==> config.mk <==
export PLATFORM = sky130hd
export DESIGN_NAME = mmio_out_port
export DESIGN_NICKNAME = d
export VERILOG_FILES = /design/src/rtl/mmio_defs.sv /design/src/rtl/mmio_fifo.sv /design/src/rtl/mmio_out_port.sv
export SDC_FILE = /design/constraint.sdc
export NUM_CORES = 1
export LEC_CHECK = 0
export ABC_CLOCK_PERIOD_IN_PS = 15200
export CORE_MARGIN = 5
export CORE_UTILIZATION = 40
export CTS_BUF_LIST = sky130_fd_sc_hd__clkbuf_4 sky130_fd_sc_hd__clkbuf_8 sky130_fd_sc_hd__clkbuf_16
export CTS_CLUSTER_DIAMETER = 100
export DETAILED_ROUTE_END_ITERATION = 10
export GPL_TIMING_DRIVEN = 0
export HOLD_SLACK_MARGIN = 0.12
export PLACE_DENSITY_LB_ADDON = 0.08
export SLEW_MARGIN = 20
export SYNTH_ARGS = -nofsm -noshare
export SYNTH_HDL_FRONTEND = slang
export SYNTH_SLANG_ARGS = --single-unit
export TNS_END_PERCENT = 1
==> constraint.sdc <==
create_clock -name clk -period 15.2 [get_ports clk]
set_input_delay 4.56 -clock clk [delete_from_list [all_inputs] [get_ports clk]]
set_output_delay 4.56 -clock clk [all_outputs]
set_load 0.01 [all_outputs]
==> src/rtl/mmio_defs.sv <==
// Shared register map and status layout for the MMIO output port.
package mmio_defs;

   // I/O window base; the window is address[31:12]==0 with address[11]==1.
   localparam logic [31:0] MMIO_BASE = 32'h800;

   // Register offsets inside the window (byte offsets, word aligned).
   localparam logic [10:0] OFF_DATA   = 11'h000;
   localparam logic [10:0] OFF_STATUS = 11'h004;
   localparam logic [10:0] OFF_CTRL   = 11'h008;
   localparam logic [10:0] OFF_HALT   = 11'h7FC;

   // STATUS word layout: {23'b0, overflow, full, empty, count[5:0]}.
   localparam int unsigned CNT_W      = 6;
   localparam int unsigned STAT_EMPTY = 6;
   localparam int unsigned STAT_FULL  = 7;
   localparam int unsigned STAT_OVF   = 8;

   typedef enum logic [2:0] {
      RegNone,
      RegData,
      RegStatus,
      RegCtrl,
      RegHalt
   } reg_sel_e;

   // True when the address falls in the I/O window.
   function automatic logic in_window(input logic [31:0] addr);
      return (addr[31:12] == 20'h0) && addr[11];
   endfunction

   // Map an address to the register it selects; address[1:0] is ignored.
   function automatic reg_sel_e reg_decode(input logic [31:0] addr);
      logic [10:0] off;
      off = {addr[10:2], 2'b00};
      if (!in_window(addr)) return RegNone;
      case (off)
         OFF_DATA:   return RegData;
         OFF_STATUS: return RegStatus;
         OFF_CTRL:   return RegCtrl;
         OFF_HALT:   return RegHalt;
         default:    return RegNone;
      endcase
   endfunction

endpackage

==> src/rtl/mmio_fifo.sv <==
// Store FIFO: DEPTH words, wrap-around pointers one bit wider than the index.
module mmio_fifo #(
   parameter int unsigned DEPTH = 8,
   parameter int unsigned AW    = 3,
   parameter int unsigned WIDTH = 32
) (
   input  logic             clk,
   input  logic             resetn,
   input  logic             push,
   input  logic             pop,
   input  logic             flush,
   input  logic [WIDTH-1:0] wdata,
   output logic [WIDTH-1:0] rdata,
   output logic [AW:0]      count,
   output logic             full,
   output logic             empty
);

   localparam logic [AW:0] PtrOne = {{AW{1'b0}}, 1'b1};

   logic [WIDTH-1:0] mem [DEPTH];
   logic [AW:0]      wr_q, rd_q;
   logic             do_push, do_pop;

   assign empty = (wr_q == rd_q);
   assign full  = (wr_q[AW] != rd_q[AW]) && (wr_q[AW-1:0] == rd_q[AW-1:0]);
   assign count = wr_q - rd_q;
   assign rdata = mem[rd_q[AW-1:0]];

   // A full FIFO still accepts a push when the head leaves in the same cycle.
   assign do_pop  = pop && !empty;
   assign do_push = push && (!full || do_pop);

   // Pointer update; flush wins and discards any concurrent pop.
   always_ff @(posedge clk or negedge resetn) begin
      if (!resetn) begin
         wr_q <= '0;
         rd_q <= '0;
      end else if (flush) begin
         wr_q <= '0;
         rd_q <= '0;
      end else begin
         if (do_push) wr_q <= wr_q + PtrOne;
         if (do_pop)  rd_q <= rd_q + PtrOne;
      end
   end

   // Storage write; contents need no reset since the pointers gate visibility.
   always_ff @(posedge clk) begin
      if (do_push && !flush) mem[wr_q[AW-1:0]] <= wdata;
   end

endmodule

==> src/rtl/mmio_out_port.sv <==
// I/O window responder: decodes core stores/loads, feeds the store FIFO, holds overflow/halt.
module mmio_out_port
   import mmio_defs::*;
#(
   parameter int unsigned DEPTH = 8,
   parameter int unsigned AW    = 3
) (
   input  logic        clk,
   input  logic        resetn,
   input  logic [31:0] address,
   input  logic [31:0] data_in,
   input  logic        we,
   output logic [31:0] data_out,
   output logic        sel,
   output logic        out_valid,
   output logic [31:0] out_data,
   input  logic        out_ready,
   output logic        halt
);

   reg_sel_e    rsel;
   logic        wr, push, pop, flush, halt_set;
   logic        full, empty;
   logic [AW:0] count;
   logic        overflow_q, halt_q;
   logic [31:0] status;

   assign rsel     = reg_decode(address);
   assign sel      = in_window(address);
   assign wr       = we && sel;
   assign push     = wr && (rsel == RegData);
   assign flush    = wr && (rsel == RegCtrl) && data_in[0];
   assign halt_set = wr && (rsel == RegHalt);

   assign out_valid = !empty;
   assign pop       = out_valid && out_ready;
   assign halt      = halt_q;

   mmio_fifo #(
      .DEPTH (DEPTH),
      .AW    (AW),
      .WIDTH (32)
   ) u_fifo (
      .clk    (clk),
      .resetn (resetn),
      .push   (push),
      .pop    (pop),
      .flush  (flush),
      .wdata  (data_in),
      .rdata  (out_data),
      .count  (count),
      .full   (full),
      .empty  (empty)
   );

   // Sticky overflow: a push that the full FIFO cannot take; cleared only by flush.
   always_ff @(posedge clk or negedge resetn) begin
      if (!resetn) begin
         overflow_q <= 1'b0;
      end else if (flush) begin
         overflow_q <= 1'b0;
      end else if (push && full && !pop) begin
         overflow_q <= 1'b1;
      end
   end

   // Halt flag stays set until reset.
   always_ff @(posedge clk or negedge resetn) begin
      if (!resetn) begin
         halt_q <= 1'b0;
      end else if (halt_set) begin
         halt_q <= 1'b1;
      end
   end

   // Assemble the STATUS word.
   always_comb begin
      status                 = '0;
      status[CNT_W-1:0]      = CNT_W'(count);
      status[STAT_EMPTY]     = empty;
      status[STAT_FULL]      = full;
      status[STAT_OVF]       = overflow_q;
   end

   // Combinational read mux; everything outside the readable registers returns 0.
   always_comb begin
      data_out = '0;
      case (rsel)
         RegStatus: data_out = status;
         RegHalt:   data_out = {31'b0, halt_q};
         default:   data_out = '0;
      endcase
   end

endmodule

======== After elaboration in Yosys (flattened, before gate mapping) ========
Memories as Yosys holds them, arrays and structs flattened.
Cells that the tools add are included.
storage, ports and cells
  memory bits (writable) .................. 256
  input port bits ......................... 68
  register bits after elaboration ......... 10
  output and inout port bits .............. 67
  word-level logic and storage cells ...... 52
  memories kept ........................... 1
memories
  name        words  width  read ports  clocked after memory_dff  wr ports  RTL line         text
  u_fifo.mem  8      32     1           0                         1         mmio_fifo.sv:21  logic [WIDTH-1:0] mem [DEPTH];
cells by class
  eq/ne operators ......................... 10
  reductions and logical operators ........ 23
  add/subtract/negate cells ............... 3
  multiplexer cells ....................... 11
operators by type and width
  kind                                                              number
  20-bit logical NOT                                                1
  9-bit one-hot mux with 2 select lines                             1
  4-bit 2-to-1 mux                                                  4
  1-bit logical AND                                                 13
  3-bit one-hot mux with 4 select lines                             1
  9-bit by 1-bit == test with 1-bit output (second input constant)  1
  9-bit by 2-bit == test with 1-bit output (second input constant)  1
  9-bit == test (second input constant)                             1
  9-bit logical NOT                                                 1
  4-bit by 1-bit adder with 4-bit output (second input constant)    2
  3-bit by 2-bit == test with 1-bit output (second input constant)  2
  2-bit nonzero test                                                3
  4-bit == test                                                     1
  1-bit logical NOT                                                 4
  1-bit 2-to-1 mux                                                  4
  4-bit subtractor                                                  1
  3-bit by 1-bit == test with 1-bit output (second input constant)  1
  3-bit == test                                                     1
  3-bit == test (second input constant)                             1
  3-bit 2-to-1 mux                                                  1
  1-bit logical OR                                                  1
  1-bit != test                                                     1

======== Longest topological paths before layout ========
  word-level depth ........................ 10
  gate-level depth with buffers ........... 10
  depth with buffers taken out ............ 7

======== By module ========
Synthesis repeated with hierarchy kept, for this count alone.
unflattened totals
  cells, all modules ...................... 577
  area total of the unflattened synthesis .. 10,727.8 um^2
modules (own cells, without submodules)
  module         sequential area each (um^2)  instances  area each (um^2)  cells each
  mmio_fifo      7,887.6                      1          10,223.6          508
  mmio_out_port  50.0                         1          504.2             69

======== Worst setup path before layout ========
OpenSTA, ideal clock, no wires.
  path kind ............................... input -> output
  start ................................... input port address[23]
  end ..................................... output port data_out[7]
  data arrival time ....................... 6,017 ps
  path buffers ............................ 0
  required time ........................... 10,640 ps
  stages .................................. 6
  slack ................................... 4,623 ps
  path through ............................ nor4b_1 > nand2_1 > or3_1 > inv_2 > nand3_1 > nor3_1
on the way
  longest elaborated chain between the ends .. 5
ends and longest elaborated chain
  what                                                                              RTL line             text
  start, declared                                                                   mmio_out_port.sv:10  input logic [31:0] address,
  20-bit logical NOT (*)                                                            -
  1-bit logical AND (*)                                                             -
  net sel                                                                           mmio_out_port.sv:14  output logic sel,
  3-bit 2-to-1 mux (*)                                                              mmio_defs.sv:37      case (off)
  3-bit == test / 3-bit by 2-bit == test with 1-bit output (equally long branches)  mmio_out_port.sv:88  case (rsel)
  9-bit one-hot mux with 2 select lines (*)                                         mmio_out_port.sv:88
  end, declared                                                                     mmio_out_port.sv:13  output logic [31:0] data_out,
Mark *: on every way through the listed nets, which the timed path passes. The rest lies on a longest branch.

======== Worst setup path after layout ========
  start ................................... input port address[23]
  end ..................................... output port data_out[7]
on the way
  longest elaborated chain between the ends .. 5
ends and longest elaborated chain
  what                                                                              RTL line             text
  20-bit logical NOT (*)                                                            mmio_defs.sv:29      return (addr[31:12] == 20'h0) && addr[11];
  1-bit logical AND (*)                                                             mmio_defs.sv:29
  3-bit 2-to-1 mux (*)                                                              mmio_defs.sv:37
  3-bit == test / 3-bit by 2-bit == test with 1-bit output (equally long branches)  mmio_out_port.sv:88
  9-bit one-hot mux with 2 select lines (*)                                         mmio_out_port.sv:88
Every way passes the cells marked *; elsewhere a longest branch is shown, timed or not.

==> summary.txt <==
Place
  – Detailed placement HPWL: 15.6 mm
  – # port buffers: 107
  – Place WS: 3.42 ns
  – Area post-placement: 12500 sq um
  – Cells after DPL: 1056
  – GP Congestion: 0.766

STA
  – Final period utilization: 77.3%
  – Slew @ Worst Pin: 0.845 ns
  – Post-Route Skew: 0.0112 ns
  – Final Slew Violations: 0
  – RSZ-0062 raised after global routing: false
  – Fin Setup TNS: 0 ns
  – Setup violations, final: 0
  – Final hold viol count: 0
  – Hold Worst Slack: 0.490 ns
  – Max-slew headroom: 43.6%
  – Worst setup margin: 3.45 ns
  – Final min period: 11.75 ns
  – Fmax: 85.1 MHz

Setup path
  – Setup crit end kind: primary output
  – R2R setup slack: 10.64 ns
  – Reg2Reg Depth: 13
  – Critical path arrival: 7.19 ns
  – CP bufs+invs: 3
  – Critical path startpoint category: input pin
  – Startpoint of the worst register-to-register path: u_fifo.rd_q[1]
  – Critical path's largest stage delay: 0.58 ns
  – Cell mode on critical path: clkdlybuf4s50_1
  – Critical path type: input pin to primary output
  – Critical-path top delay cell: clkdlybuf4s50_1
  – Critical Path RT: 10.64 ns
  – Critical path's top delay family: simple AND/OR/NAND/NOR gates
  – Maximum net fanout on the critical path: 9
  – Crit-path cells: clkdlybuf4s50_1, nor4b_1, nand2_1, or3_1, inv_2, nand3_1, nor3_1, clkdlybuf4s50_1
  – R2r endpoint: u_fifo.mem[1][6]

Synthesis
  – Post-synth ARST share: 3.76%
  – Yosys reg bits: 266
  – Post-synthesis sequential area ratio: 74.5%
  – Post-synth EDFFs: 256
  – Synth cell types: 42
  – Ys flop type: edfxtp_1
  – Post-Syn Area: 10700 sq um
  – Warnings from Yosys: 0
  – Synthesized instance count: 574
  – Mean post-synth cell area: 18.6 sq um

Die
  – Die Y: 173 microns
  – Core area: 26100 sq um
  – Die ar.: 30000 sq um
  – Initial core utilization: 40.8%
  – Die width: 173 microns
  – IO Count: 135
  – Num rows: 59

Flow run
  – Total of max-cap violations: 0

Pwr
  – Clock power share: 30.3%
  – Net switching power: 0.587 mW
  – Static leakage: 4.55 nW
  – Sw frac: 28.0%
  – Combinational Power Share: 30.8%
  – Flop pwr share: 38.9%
  – Internal power: 1.51 mW
  – Peak VDD IR: 97.1 uV
  – Pwr dens: 157 nW/um^2

Clock tree
  – Clk Tree Root Cell: clkbuf_16
  – Clock Path Buffers: 3
  – Setup bufs post-CTS: 0
  – Cts repair resizes: 0
  – CTS tree: yes
  – Clock Pin Slew Worst Setup and Hold Paths: 0.05 ns
  – CTS Buf Count: 28
  – Worst-Skew Late Latency: 0.53 ns
  – CTS Hold Bufs: 0
  – Htree depth: 1
  – Clock sinks: 266

Drt
  – Detailed Routing Iterations Pass 1: 5
  – Avg WL per Cell: 21.4 microns
  – DRC errors left: 0
  – Final antenna-violating net count: 0
  – Via count: 5666
  – Drt initial violations: 370
  – Via-to-Cell Ratio: 5.13
  – Final WL: 23.7 mm

Run status
  – Status: finished clean

Cells and area
  – Multi-input gate area: 2560 sq um
  – Nets@finish: 825
  – Register area: 7940 sq um
  – Final Cell Area: 13400 sq um
  – Layout cell share with drive strength beyond 1: 21.9%
  – Filler instances: 2141
  – Synth-to-Final Area Change: 25.5%
  – Final cell count without fillers: 1105
  – Antenna cells: 0

Global route
  – Global route overflow: 0
  – Initial antenna violation count: 0
  – Total track usage: 15.9%
  – Vias in the first global route: 6060
  – Largest net degree at the start of global routing: 21
  – Global-route wire length before repair: 36.5 mm

Min path
  – Worst Hold Class: flip-flop to flip-flop
  – Hold Startpoint: halt
  – WHS Path Cells: 1
  – Hold EP: halt
[stage by stage]
step	total power, mW	util, %
4_1_cts	2.14	51.2
6_report	2.10	51.2
3_3_place_gp	1.49	46.8
3_5_place_dp	1.50	47.9
5_1_grt	2.21	51.2
2_1_floorplan	1.21	-
[power groups by stage]
stage               logic, mW  clock network [mW]  registers (mW)
floorplan               0.385                   0           0.829
global placement        0.661                   0           0.831
detailed placement      0.665                   0           0.831
CTS                     0.668               0.652           0.816
global route            0.712               0.682           0.817
finish                  0.648               0.636           0.816
[metal layers]
| metal | up-vias | wire length [microns] | GRT usage, % |
|---|---|---|---|
| met5 | - | 0 | 0 |
| met4 | 0 | 365 | 2.86 |
| met3 | 33 | 1240 | 3.03 |
| met2 | 147 | 12000 | 27.4 |
| met1 | 2925 | 10100 | 21.4 |
| li1 | 2561 | - | - |
[state kept, by name, summed over array words and instances, names as in the netlist]
register,count
overflow_q,1
u_fifo.mem,256
halt,1
u_fifo.wr_q,4
u_fifo.rd_q,4
[cells by family after synthesis]
| family | Yosys count | share of synthesized area, % |
|---|---|---|
| fa+ha+maj | 6 | 0.775 |
| other cells | 1 | 0.0352 |
| compound gates | 16 | 1.07 |
| buf+inv | 54 | 2.86 |
| xor+xnor | 6 | 0.493 |
| flops | 266 | 74.5 |
| mux | 64 | 13.5 |
| simple gates | 161 | 6.78 |
[Yosys cell counts (2+ instances only)]
cell,number,area (sq um)
nand3_1,6,30.0
nor3_1,5,25.0
nand3_2,2,20.0
nand2b_1,2,12.5
inv_1,5,18.8
dfrtp_1,10,250
nor3_2,2,20.0
ha_1,5,62.6
buf_4,25,188
a31oi_1,2,12.5
mux4_2,64,1440
nor4_1,4,25.0
and3_1,2,12.5
buf_1,4,15.0
edfxtp_1,256,7690
xnor2_1,2,17.5
buf_2,7,35.0
o21ai_0,2,10.0
nand2_1,105,394
nand4_1,3,18.8
or3_1,4,25.0
a21oi_1,5,25.0
clkbuf_1,11,41.3
xor2_1,4,35.0
nor2_1,20,75.1
[worst max-delay path by stage]
stage / cells after the start / end / slack, ns / startpoint
finish: 8 / data_out[7] / 3.45 / address[23]
global route: 8 / data_out[7] / 3.24 / address[14]
CTS: 8 / data_out[7] / 3.42 / address[23]
detailed placement: 8 / data_out[7] / 3.42 / address[23]
global placement: 8 / data_out[7] / 3.48 / address[15]
floorplan: 6 / data_out[7] / 4.62 / address[23]
[area by class of cell]
cell class              count  area share, %
repair buffers            123           9.66
clock inverters            11          0.514
flip-flops and latches    266           59.3
well taps                 335           3.13
multi-input cells         278           19.2
inverters                   7          0.196
plain buffers              47           2.09
clock buffers              38           5.93
[worst reg2reg max path: stages (launching register included)]
cell      delay (ns)
dfrtp_1         0.51
buf_1           0.50
clkbuf_1        0.63
inv_1           0.12
ha_1            0.35
nand3_1         0.10
or3_1           0.12
clkbuf_1        0.24
and2_4          0.23
nand3_2         0.16
nor3_2          0.60
buf_4           0.32
buf_6           0.18
buf_4           0.20
[layout by cell type, fill, tap and decap left out, types with 6 or more instances in the layout]
cell               n
buf_4             31
conb_1            25
mux4_2            64
buf_2              7
dfrtp_1           10
clkbuf_1          11
clkbuf_16         29
nor2_1            14
edfxtp_1         256
clkinv_1          10
nand3_1            6
nand2_1          105
clkdlybuf4s50_1  107
nor2_4             6
clkbuf_4           9
No activity file was read; power rests on OpenSTA's default activity.
